===== config.mk =====
export PLATFORM = sky130hd
export DESIGN_NAME = color_normalizer
export DESIGN_NICKNAME = d
export VERILOG_FILES = /design/src/rtl/color_normalizer_pkg.sv /design/src/rtl/frac_div8.sv /design/src/rtl/color_normalizer.sv
export SDC_FILE = /design/constraint.sdc
export NUM_CORES = 1
export LEC_CHECK = 0
export CAP_MARGIN = 20
export CORE_ASPECT_RATIO = 0.7
export CORE_MARGIN = 2
export CORE_UTILIZATION = 58
export DETAILED_ROUTE_END_ITERATION = 12
export PLACE_DENSITY = 0.82
export SETUP_SLACK_MARGIN = 0.1
export SYNTH_ARGS = -nofsm -noshare
export SYNTH_HDL_FRONTEND = slang
export SYNTH_SLANG_ARGS = --single-unit

===== constraint.sdc =====
create_clock -name clk -period 4.8 [get_ports clk]
set_input_delay 0.96 -clock clk [delete_from_list [all_inputs] [get_ports clk]]
set_output_delay 0.96 -clock clk [all_outputs]
set_load 0.01 [all_outputs]

===== src/rtl/color_normalizer_pkg.sv =====
// Shared types and helpers for the RGB sample normalizer.
// Holds the FSM state encoding, the latched-sample record and a three-way max.
package color_normalizer_pkg;

   localparam int IN_W      = 16;
   localparam int OUT_W     = 8;
   localparam int DIV_STEPS = 8;

   typedef enum logic [2:0] {
      S_IDLE,
      S_MAX,
      S_DIV_R,
      S_DIV_G,
      S_DIV_B,
      S_DONE
   } state_t;

   typedef struct packed {
      logic [IN_W-1:0] r;
      logic [IN_W-1:0] g;
      logic [IN_W-1:0] b;
   } rgb_raw_t;

   function automatic logic [IN_W-1:0] max3(input logic [IN_W-1:0] a,
                                            input logic [IN_W-1:0] b,
                                            input logic [IN_W-1:0] c);
      logic [IN_W-1:0] m;
      m = (a > b) ? a : b;
      return (m > c) ? m : c;
   endfunction

endpackage


===== src/rtl/frac_div8.sv =====
// Serial restoring divider producing floor(num*256/den), one quotient bit per cycle.
// A start may coincide with the final step; the final quotient is presented on q while q_valid is high.
module frac_div8
   import color_normalizer_pkg::*;
(
   input  logic             clk,
   input  logic             rst,
   input  logic             start,
   input  logic [IN_W-1:0]  num,
   input  logic [IN_W-1:0]  den,
   output logic [OUT_W-1:0] q,
   output logic             q_valid
);

   logic [IN_W:0]    rem;
   logic [IN_W:0]    shifted;
   logic [IN_W-1:0]  den_q;
   logic [OUT_W-2:0] q_acc;
   logic [2:0]       cnt;
   logic             active;
   logic             sat;
   logic             q_bit;

   // NOTE: combinational blocks assign every output up front so no latch can be inferred.
   always_comb begin
      shifted = rem << 1;
      q_bit   = (shifted >= {1'b0, den_q});
      q_valid = active && (cnt == 3'd0);
      q       = sat ? {OUT_W{1'b1}} : {q_acc, q_bit};
   end

   // NOTE: sequential state uses non-blocking assignments so every register sees pre-edge values.
   always_ff @(posedge clk) begin
      if (rst) begin
         rem    <= '0;
         den_q  <= '0;
         q_acc  <= '0;
         cnt    <= '0;
         active <= 1'b0;
         sat    <= 1'b0;
      end else if (start) begin
         rem    <= {1'b0, num};
         den_q  <= den;
         q_acc  <= '0;
         cnt    <= 3'(DIV_STEPS - 1);
         active <= 1'b1;
         sat    <= (num == den);
      end else if (active) begin
         rem    <= q_bit ? (shifted - {1'b0, den_q}) : shifted;
         q_acc  <= {q_acc[OUT_W-3:0], q_bit};
         cnt    <= cnt - 3'd1;
         if (cnt == 3'd0) active <= 1'b0;
      end
   end

endmodule


===== src/rtl/color_normalizer.sv =====
// Captures one 16-bit RGB sample on a data_ready rising edge and scales it so the
// brightest channel reads 255, reusing one serial divider for R, G and B in turn.
module color_normalizer
   import color_normalizer_pkg::*;
(
   input  logic             clk,
   input  logic             rst,
   input  logic             data_ready,
   input  logic [IN_W-1:0]  red_i,
   input  logic [IN_W-1:0]  green_i,
   input  logic [IN_W-1:0]  blue_i,
   input  logic             bypass,
   output logic [OUT_W-1:0] red,
   output logic [OUT_W-1:0] green,
   output logic [OUT_W-1:0] blue,
   output logic             busy,
   output logic             done
);

   state_t           state;
   state_t           next_state;
   rgb_raw_t         raw;
   logic             byp_q;
   logic             rdy_q;
   logic [IN_W-1:0]  max_val;
   logic [IN_W-1:0]  div_num;
   logic             div_start;
   logic             capture;
   logic [OUT_W-1:0] div_q;
   logic             div_valid;
   logic [OUT_W-1:0] stage_r;
   logic [OUT_W-1:0] stage_g;
   logic [OUT_W-1:0] stage_b;

   assign max_val = max3(raw.r, raw.g, raw.b);
   assign busy    = (state != S_IDLE);

   frac_div8 u_div (
      .clk     (clk),
      .rst     (rst),
      .start   (div_start),
      .num     (div_num),
      .den     (max_val),
      .q       (div_q),
      .q_valid (div_valid)
   );

   always_ff @(posedge clk) begin
      if (rst) state <= S_IDLE;
      else     state <= next_state;
   end

   always_comb begin
      next_state = state;
      capture    = 1'b0;
      div_start  = 1'b0;
      div_num    = raw.r;
      case (state)
         S_IDLE: begin
            if (data_ready && !rdy_q) begin
               capture    = 1'b1;
               next_state = S_MAX;
            end
         end
         S_MAX: begin
            if (byp_q || (max_val == '0)) begin
               next_state = S_DONE;
            end else begin
               div_start  = 1'b1;
               next_state = S_DIV_R;
            end
         end
         // Each channel hands over on its last step so the next division starts without a gap.
         S_DIV_R: begin
            div_num = raw.g;
            if (div_valid) begin
               div_start  = 1'b1;
               next_state = S_DIV_G;
            end
         end
         S_DIV_G: begin
            div_num = raw.b;
            if (div_valid) begin
               div_start  = 1'b1;
               next_state = S_DIV_B;
            end
         end
         S_DIV_B: begin
            if (div_valid) next_state = S_DONE;
         end
         S_DONE:  next_state = S_IDLE;
         default: next_state = S_IDLE;
      endcase
   end

   // rdy_q resets high so a level already present at reset release is not taken as an edge.
   always_ff @(posedge clk) begin
      if (rst) begin
         rdy_q   <= 1'b1;
         raw     <= '0;
         byp_q   <= 1'b0;
         stage_r <= '0;
         stage_g <= '0;
         stage_b <= '0;
         red     <= '0;
         green   <= '0;
         blue    <= '0;
         done    <= 1'b0;
      end else begin
         rdy_q <= data_ready;
         done  <= (state == S_DONE);
         if (capture) begin
            raw   <= '{r: red_i, g: green_i, b: blue_i};
            byp_q <= bypass;
         end
         if (state == S_MAX) begin
            stage_r <= byp_q ? raw.r[IN_W-1 -: OUT_W] : '0;
            stage_g <= byp_q ? raw.g[IN_W-1 -: OUT_W] : '0;
            stage_b <= byp_q ? raw.b[IN_W-1 -: OUT_W] : '0;
         end
         if (div_valid) begin
            if (state == S_DIV_R) stage_r <= div_q;
            if (state == S_DIV_G) stage_g <= div_q;
            if (state == S_DIV_B) stage_b <= div_q;
         end
         if (state == S_DONE) begin
            red   <= stage_r;
            green <= stage_g;
            blue  <= stage_b;
         end
      end
   end

endmodule


==> impl_metrics.prom, run 1 <==
# TYPE chip_impl_metric gauge
chip_impl_metric{name="floorplan.die_area",unit="um2"} 15400
chip_impl_metric{name="synthesis.yosys.warnings",unit=""} 0
chip_impl_metric{name="synthesis.area",unit="um2"} 8360
chip_impl_metric{name="detailedRoute.firstPassIterationCount",unit=""} 6
chip_impl_metric{name="leakagePower",unit="nW"} 3.88
chip_impl_metric{name="skew",unit="ps"} 11.8
chip_impl_metric{name="routed_wl",unit="mm"} 25.3
chip_impl_info{name="critPathKind",value="reg2reg"} 1
chip_impl_info{name="critPathCaptureType",value="flop"} 1
chip_impl_metric{name="yosysUniqueCellTypes",unit=""} 58
chip_impl_metric{name="antenna_nets_post_route",unit=""} 0
chip_impl_metric{name="detailed_place_hpwl",unit="mm"} 18.0
chip_impl_metric{name="floorplan.rows",unit=""} 36
chip_impl_metric{name="areaGrowthSynthToFinish",unit="%"} 24.4
chip_impl_metric{name="syn_inst",unit=""} 1080
chip_impl_info{name="dominantRegCellSynth",value="dfxtp_1"} 1
chip_impl_metric{name="utilization",unit="%"} 74.2
chip_impl_metric{name="start_util",unit="%"} 59.7
chip_impl_metric{name="number_of_buffers_created_by_cts",unit=""} 17
chip_impl_info{name="r2r-start",value="raw[29]"} 1
chip_impl_metric{name="postCtsHoldBufs",unit=""} 0
chip_impl_metric{name="finalCritPeriodShare",unit="%"} 96.4
chip_impl_metric{name="synth_area_per_cell",unit="um2"} 7.74
chip_impl_metric{name="r2r.worst_path.cells",unit=""} 18
chip_impl_metric{name="setup_slack",unit="ps"} 172
chip_impl_metric{name="crit_arrival",unit="ps"} 5000
chip_impl_metric{name="finalCriticalPeriod",unit="ps"} 4630
chip_impl_metric{name="wire_length_of_the_first_global_routing_pass",unit="mm"} 39.5
chip_impl_metric{name="via_count",unit=""} 8270
chip_impl_info{name="worstHoldStart",value="stage_r[7]"} 1
chip_impl_metric{name="route.detailed.wl_per_inst",unit="um"} 18.4
chip_impl_metric{name="async_reset_ff_share",unit="%"} 0
chip_impl_metric{name="sequential_share_of_the_synthesized_area",unit="%"} 35.0
chip_impl_metric{name="dr.first_iter.drc_count",unit=""} 851
chip_impl_metric{name="boundaryPins",unit=""} 78
chip_impl_metric{name="grtUsageTotal",unit="%"} 32.2
chip_impl_metric{name="maxCapViolCount",unit=""} 0
chip_impl_metric{name="rrSetupSlack",unit="ps"} 170
chip_impl_info{name="outcome",value="finished, final reports clean"} 1
chip_impl_metric{name="ys_seq_elements",unit=""} 146
chip_impl_metric{name="detailed_place.area",unit="um2"} 9450
chip_impl_metric{name="finalMaxSlewViolations",unit=""} 0
chip_impl_metric{name="max_slew.worst_pin.slew",unit="ps"} 1010
chip_impl_metric{name="clk_transition_reported_paths",unit="ps"} 70
chip_impl_metric{name="synth-edff-count",unit=""} 0
chip_impl_metric{name="die_height",unit="um"} 104
chip_impl_metric{name="diodes",unit=""} 0
chip_impl_metric{name="fill_cells",unit=""} 1123
chip_impl_metric{name="detail_route.vias_per_cell",unit=""} 6.03
chip_impl_info{name="reg2reg_to",value="u_div.sat"} 1
chip_impl_info{name="hold_class",value="reg2reg"} 1
chip_impl_metric{name="required",unit="ps"} 5170
chip_impl_metric{name="timing.critical_path.fanout_max",unit=""} 8
chip_impl_metric{name="post-route-drc-count",unit=""} 0
chip_impl_metric{name="stdcell_area",unit="um2"} 10400
chip_impl_metric{name="worst_ir_drop_vdd",unit="uV"} 304
chip_impl_metric{name="setup_violations",unit=""} 0
chip_impl_metric{name="powerDensity",unit="nW/um2"} 433
chip_impl_info{name="holdPathEnd",value="red[7]"} 1
chip_impl_metric{name="die_width",unit="um"} 147
chip_impl_metric{name="finalNetCount",unit=""} 1271
chip_impl_metric{name="hold-path-cell-count",unit=""} 2
chip_impl_info{name="setup_repair_after_global_routing_missed_its_margin",value="true"} 1
chip_impl_info{name="cts_tree",value="yes"} 1
chip_impl_metric{name="place_worst_setup_slack",unit="ps"} 154
chip_impl_info{name="cts-root-buf",value="clkbuf_16"} 1
chip_impl_info{name="cp-start-kind",value="flop"} 1
chip_impl_metric{name="portBuffers",unit=""} 77
chip_impl_metric{name="syn-num-nets",unit=""} 1183
chip_impl_metric{name="place_congestion",unit=""} 0.977
chip_impl_metric{name="grt_start_max_net_pins",unit=""} 80
chip_impl_metric{name="layout-drive-gt1-share",unit="%"} 11.4
chip_impl_metric{name="report.final.hold_viol_count",unit=""} 0
chip_impl_metric{name="clock.fmax",unit="MHz"} 216
chip_impl_metric{name="fin_setup_tns",unit="ps"} 0
chip_impl_metric{name="htree_levels",unit=""} 4
chip_impl_metric{name="max-clock-path-buffers",unit=""} 2
chip_impl_metric{name="floorplan.core_area",unit="um2"} 14000
chip_impl_metric{name="gr-total-overflow",unit=""} 0
chip_impl_metric{name="cts.sinks",unit=""} 146
chip_impl_metric{name="grt_pass1_vias",unit=""} 7465
chip_impl_metric{name="antenna_found_initial",unit=""} 0
chip_impl_metric{name="skew_pair_late_insertion_delay",unit="ps"} 430
chip_impl_metric{name="relative_slew_slack",unit="%"} 32.2
[placed cells by master (no fill, tap or decap), types with 9 or more instances in the layout]
| cell type | synthesis | routed |
|---|---|---|
| a211oi_1 | 57 | 54 |
| a21oi_1 | 127 | 125 |
| and3_1 | 25 | 25 |
| buf_4 | 1 | 54 |
| clkbuf_16 | 0 | 18 |
| clkdlybuf4s50_1 | 0 | 76 |
| dfxtp_1 | 146 | 144 |
| ha_1 | 50 | 49 |
| inv_1 | 66 | 66 |
| mux2i_1 | 54 | 44 |
| nand2_1 | 207 | 207 |
| nand2b_1 | 10 | 9 |
| nand4_1 | 15 | 15 |
| nor2_1 | 61 | 60 |
| nor2b_1 | 13 | 12 |
| nor3_1 | 9 | 9 |
| nor4_1 | 13 | 10 |
| o211ai_1 | 15 | 15 |
| o21ai_0 | 33 | 32 |
| o22ai_1 | 17 | 16 |
| xor2_1 | 12 | 12 |
[repair_timing]
action	CTS	global route
setup endpoints to repair	0	44
resized for setup	0	40
setup buffers	0	11
[logic make-up (layout without fill, tap and decap cells)]
logic type	after synthesis	after routing	synth area share [%]
AND/OR/NAND/NOR	377	377	20.0
AO/OA/AOI/OAI	294	294	21.9
flip-flops	146	146	35.0
buffers and inverters	136	237	6.44
multiplexers	57	57	6.92
adder cells (fa/ha/maj)	51	51	7.73
XOR/XNOR	19	19	1.99
[critical path, cell delays in order (launching register included)]
cell	delay, ps
dfxtp_1	340
inv_1	70
ha_1	300
nand4_1	230
a2111o_1	490
a31oi_4	190
buf_12	170
mux2_4	330
ha_1	290
nor2b_1	130
o211ai_1	200
a21oi_1	120
o31ai_1	300
a21oi_2	150
buf_6	170
or4_4	540
a21o_1	190
nor3_1	180
a32o_1	170
[synth_stat cells, drive strengths merged (3+ instances only)]
library cell    n  area share (%)
a211oi         57             5.1
a21o            5            0.45
a21oi         128             7.7
a22oi           6            0.60
a2bb2oi         3            0.31
and3           25             1.9
buf            12            0.87
clkbuf         58             2.6
dfxtp         146              35
ha             50             7.5
inv            66             3.0
mux2            3            0.45
mux2i          54             6.5
nand2         207             9.3
nand2b         10            0.75
nand3           7            0.42
nand4          15             1.1
nor2           61             2.7
nor2b          13            0.97
nor3            9            0.54
nor4           13            0.97
o211ai         15             1.3
o21a            4            0.36
o21ai          33             2.0
o221ai          5            0.52
o22ai          17             1.3
o31ai           4            0.42
or2             5            0.37
or3             6            0.45
xnor2           7            0.73
xor2           12             1.3
[how the worst max path moves through the flow]
| stage | from | to | slack [ps] | depth (start not counted) |
|---|---|---|---|---|
| floorplan | raw[17] | u_div.den_q[10] | 400 | 21 |
| CTS | raw[29] | u_div.rem[11] | 130 | 18 |
| finish | raw[29] | u_div.sat | 170 | 18 |
| global route | raw[28] | u_div.sat | 5 | 21 |
| detailed placement | raw[29] | u_div.rem[11] | 150 | 18 |
| global placement | raw[31] | u_div.sat | 140 | 20 |
[routing by layer]
metal,share of wire (%),up-vias,GRT usage (%)
met3,9.2,53,7.54
met1,46,3841,46.9
li1,-,3985,-
met2,42,391,47.5
met5,0,-,0
met4,2.2,0,8.59
[area by class of cell]
class | instances | area [um2] | area share [%]
Timing Repair Buffer | 139 | 1300 | 12.5
Clock buffer | 18 | 439 | 4.22
Clock inverter | 14 | 166 | 1.60
Sequential cell | 146 | 2930 | 28.1
Tap cell | 190 | 238 | 2.29
Inverter | 66 | 248 | 2.38
Multi-Input combinational cell | 798 | 5080 | 48.9
[registers in the layout (all words and copies together), names as in the netlist, 3 cells and up]
| name | cells |
|---|---|
| raw | 48 |
| state | 3 |
| u_div.den_q | 16 |
| green | 8 |
| stage_g | 8 |
| red | 8 |
| stage_r | 8 |
| blue | 8 |
| u_div.q_acc | 7 |
| u_div.cnt | 3 |
| u_div.rem | 16 |
| stage_b | 8 |
[where the power goes]
part / internal, mW / switching, mW
clock: 0.756 / 0.595
sequential: 1.27 / 0.0592
combinational: 0.820 / 1.01
[through the flow]
stage	total power [mW]	hold slack, ps	instances
6_report	4.50	451	1371
3_3_place_gp	2.84	442	1324
5_1_grt	4.71	474	1371
3_5_place_dp	2.85	447	1324
4_1_cts	4.20	456	1356
2_1_floorplan	2.44	432	1080
Note: power is estimated with default switching activity, not from simulation.
==> run 2: changes to the inputs <==
clock period = 5.2 ns   (was 4.8 ns; I/O delays follow)
==> run 2 against run 1 <==
  * Global-route usage down 1.3 points
  * Routed wire length down 8.0%
  * Combinational power down 25%
  * Sequential power down 7%
  * Count of clock-buffer cells in the layout unchanged
  * Fmax down 4.9%
==> impl_metrics.prom, run 2 (same netlist as run 1, synthesis figures left out) <==
# TYPE chip_impl_metric gauge
chip_impl_metric{name="route.detailed.wl_per_inst",unit="um"} 17.4
chip_impl_info{name="worstHoldStart",value="stage_g[1]"} 1
chip_impl_metric{name="antenna_found_initial",unit=""} 0
chip_impl_metric{name="antenna_nets_post_route",unit=""} 0
chip_impl_info{name="largest-register",value="raw"} 1
chip_impl_metric{name="number_of_buffers_created_by_cts",unit=""} 17
chip_impl_metric{name="r2r.worst_path.cells",unit=""} 18
chip_impl_metric{name="finalMaxSlewViolations",unit=""} 0
chip_impl_metric{name="timing.critical_path.fanout_max",unit=""} 19
chip_impl_metric{name="maxCapViolCount",unit=""} 0
chip_impl_metric{name="layout-drive-gt1-share",unit="%"} 6.88
chip_impl_metric{name="max-clock-path-buffers",unit=""} 2
chip_impl_info{name="commonest_non_fill_non_tap_cell_in_the_layout",value="nand2_1"} 1
chip_impl_info{name="cp-start-kind",value="flop"} 1
chip_impl_metric{name="cts.repair_timing.setup_buffer_count",unit=""} 0
chip_impl_metric{name="grtUsageTotal",unit="%"} 30.9
chip_impl_metric{name="fin_setup_tns",unit="ps"} 0
chip_impl_metric{name="detailedRoute.firstPassIterationCount",unit=""} 5
chip_impl_info{name="holdPathEnd",value="green[1]"} 1
chip_impl_metric{name="finalCriticalPeriod",unit="ps"} 4870
chip_impl_metric{name="detailed_place_hpwl",unit="mm"} 17.3
chip_impl_metric{name="crit_arrival",unit="ps"} 5230
chip_impl_metric{name="gr-total-overflow",unit=""} 0
chip_impl_metric{name="post-route-drc-count",unit=""} 0
chip_impl_metric{name="clock.fmax",unit="MHz"} 205
chip_impl_metric{name="cts.sinks",unit=""} 146
chip_impl_metric{name="register_area",unit="um2"} 2920
chip_impl_info{name="layout.cells.most_common_list",value="nand2_1 (207), dfxtp_1 (146), a21oi_1 (127), clkdlybuf4s50_1 (76), inv_1 (66)"} 1
chip_impl_metric{name="cell_internal_pwr",unit="mW"} 2.38
chip_impl_metric{name="finalNetCount",unit=""} 1239
chip_impl_metric{name="portBuffers",unit=""} 77
chip_impl_metric{name="wire_length_of_the_first_global_routing_pass",unit="mm"} 38.5
chip_impl_metric{name="finalCritPeriodShare",unit="%"} 93.6
chip_impl_metric{name="clk_transition_reported_paths",unit="ps"} 70
chip_impl_metric{name="diodes",unit=""} 0
chip_impl_metric{name="p_clk_share",unit="%"} 30.7
chip_impl_info{name="reg2reg_to",value="u_div.sat"} 1
chip_impl_metric{name="floorplan.core_area",unit="um2"} 14000
chip_impl_info{name="largest_registers",value="raw x48, u_div.den_q x16, u_div.rem x16"} 1
chip_impl_metric{name="fill_cells",unit=""} 1161
chip_impl_metric{name="dr.first_iter.drc_count",unit=""} 700
chip_impl_metric{name="relative_slew_slack",unit="%"} 30.6
chip_impl_metric{name="routed_wl",unit="mm"} 23.2
chip_impl_metric{name="floorplan.die_area",unit="um2"} 15400
chip_impl_metric{name="rrSetupSlack",unit="ps"} 330
chip_impl_metric{name="skew",unit="ps"} 11.0
chip_impl_metric{name="place_congestion",unit=""} 1.01
chip_impl_metric{name="power.share.sequential",unit="%"} 32.7
chip_impl_info{name="critPathKind",value="reg2reg"} 1
chip_impl_metric{name="via_count",unit=""} 8067
chip_impl_metric{name="multiInputGateArea",unit="um2"} 4920
chip_impl_metric{name="hold-path-cell-count",unit=""} 2
chip_impl_metric{name="grt_start_max_net_pins",unit=""} 89
chip_impl_metric{name="start_util",unit="%"} 59.7
chip_impl_metric{name="boundaryPins",unit=""} 78
chip_impl_metric{name="power.switching_fraction",unit="%"} 36.6
chip_impl_metric{name="powerDensity",unit="nW/um2"} 379
chip_impl_metric{name="worst_ir_drop_vdd",unit="uV"} 221
chip_impl_metric{name="net-switching-power",unit="mW"} 1.37
chip_impl_info{name="r2r-start",value="raw[25]"} 1
chip_impl_metric{name="comb_power_share",unit="%"} 36.6
chip_impl_info{name="outcome",value="finished, final reports clean"} 1
chip_impl_info{name="critPathCaptureType",value="flop"} 1
chip_impl_info{name="setup_repair_after_global_routing_missed_its_margin",value="false"} 1
chip_impl_metric{name="areaGrowthSynthToFinish",unit="%"} 18.3
chip_impl_metric{name="die_height",unit="um"} 104
chip_impl_info{name="hold_class",value="reg2reg"} 1
chip_impl_metric{name="leakagePower",unit="nW"} 3.65
chip_impl_metric{name="detail_route.vias_per_cell",unit=""} 6.02
chip_impl_metric{name="floorplan.rows",unit=""} 36
chip_impl_metric{name="htree_levels",unit=""} 4
chip_impl_info{name="cts_tree",value="yes"} 1
chip_impl_metric{name="largest_register_ffs",unit=""} 48
chip_impl_metric{name="setup_violations",unit=""} 0
chip_impl_metric{name="max_slew.worst_pin.slew",unit="ps"} 1040
chip_impl_metric{name="grt_pass1_vias",unit=""} 7559
chip_impl_metric{name="skew_pair_late_insertion_delay",unit="ps"} 430
chip_impl_metric{name="total_power",unit="mW"} 3.75
chip_impl_metric{name="required",unit="ps"} 5560
chip_impl_metric{name="report.final.hold_viol_count",unit=""} 0
chip_impl_metric{name="die_width",unit="um"} 147
chip_impl_info{name="cts-root-buf",value="clkbuf_16"} 1
-- run 2: final cells by class --
class	instances	share of cell area (%)
multi-input cells	798	49.7
flip-flops and latches	146	29.6
repair buffers	107	10.2
clock buffers	18	4.44
inverters	66	2.51
well taps	190	2.40
clock inverters	14	1.19
-- run 2: worst max-delay path by stage --
stage                      endpoint  startpoint  cells past startpoint  slack [ps]
floorplan           u_div.den_q[10]     raw[17]                     21         800
global placement       u_div.rem[4]     raw[25]                     19         550
detailed placement     u_div.rem[3]     raw[25]                     19         390
CTS                    u_div.rem[3]     raw[25]                     19         320
global route          u_div.rem[15]     raw[17]                     20         110
finish                    u_div.sat     raw[25]                     18         330
-- run 2: routing by layer --
layer | GRT usage [%] | part of all wire [%] | wire length, um | vias up
li1 | - | - | - | 3918
met1 | 43.7 | 46 | 10600 | 3735
met2 | 46.2 | 43 | 9940 | 359
met3 | 7.81 | 9.4 | 2180 | 55
met4 | 9.62 | 2.1 | 491 | 0
met5 | 0 | 0 | 0 | -
-- run 2: critical path, stage by stage (launching register included) --
cell and delay [ps]:
dfxtp_1 470, inv_1 100, ha_1 310, nand4_1 170, a2111o_1 400, a31oi_2 280, buf_12 220, mux2_4 340
ha_1 290, nor2b_1 130, o211ai_1 150, a21oi_1 100, o31ai_1 360, a21oi_2 150, buf_4 230, or4_1 540
a21o_1 190, nor3_1 180, a32o_1 180
-- run 2: repair_timing --
action                                  in CTS  in global routing
gates resized for setup                      0                  2
hold buffers                                 0                  0
endpoints found under the setup margin       0                 17
-- run 2: per-stage QoR --
step                std cells  area (um2)  setup slack (ps)  util (%)  hold WS (ps)
finish                   1339        9890               332      70.6           448
global route             1339        9890               115      70.6           468
CTS                      1338        9870               323      70.5           451
detailed placement       1306        9320               387      66.5           447
global placement         1306        9320               545      66.5           440
floorplan                1080        8360               800         -           432
-- run 2: power by group through the flow --
| stage | registers [mW] | logic, mW | clock network [mW] |
|---|---|---|---|
| finish | 1.23 | 1.37 | 1.15 |
| global route | 1.23 | 1.51 | 1.21 |
| global placement | 1.25 | 1.32 | 0 |
| detailed placement | 1.25 | 1.34 | 0 |
| floorplan | 1.23 | 1.02 | 0 |
| CTS | 1.22 | 1.35 | 1.16 |
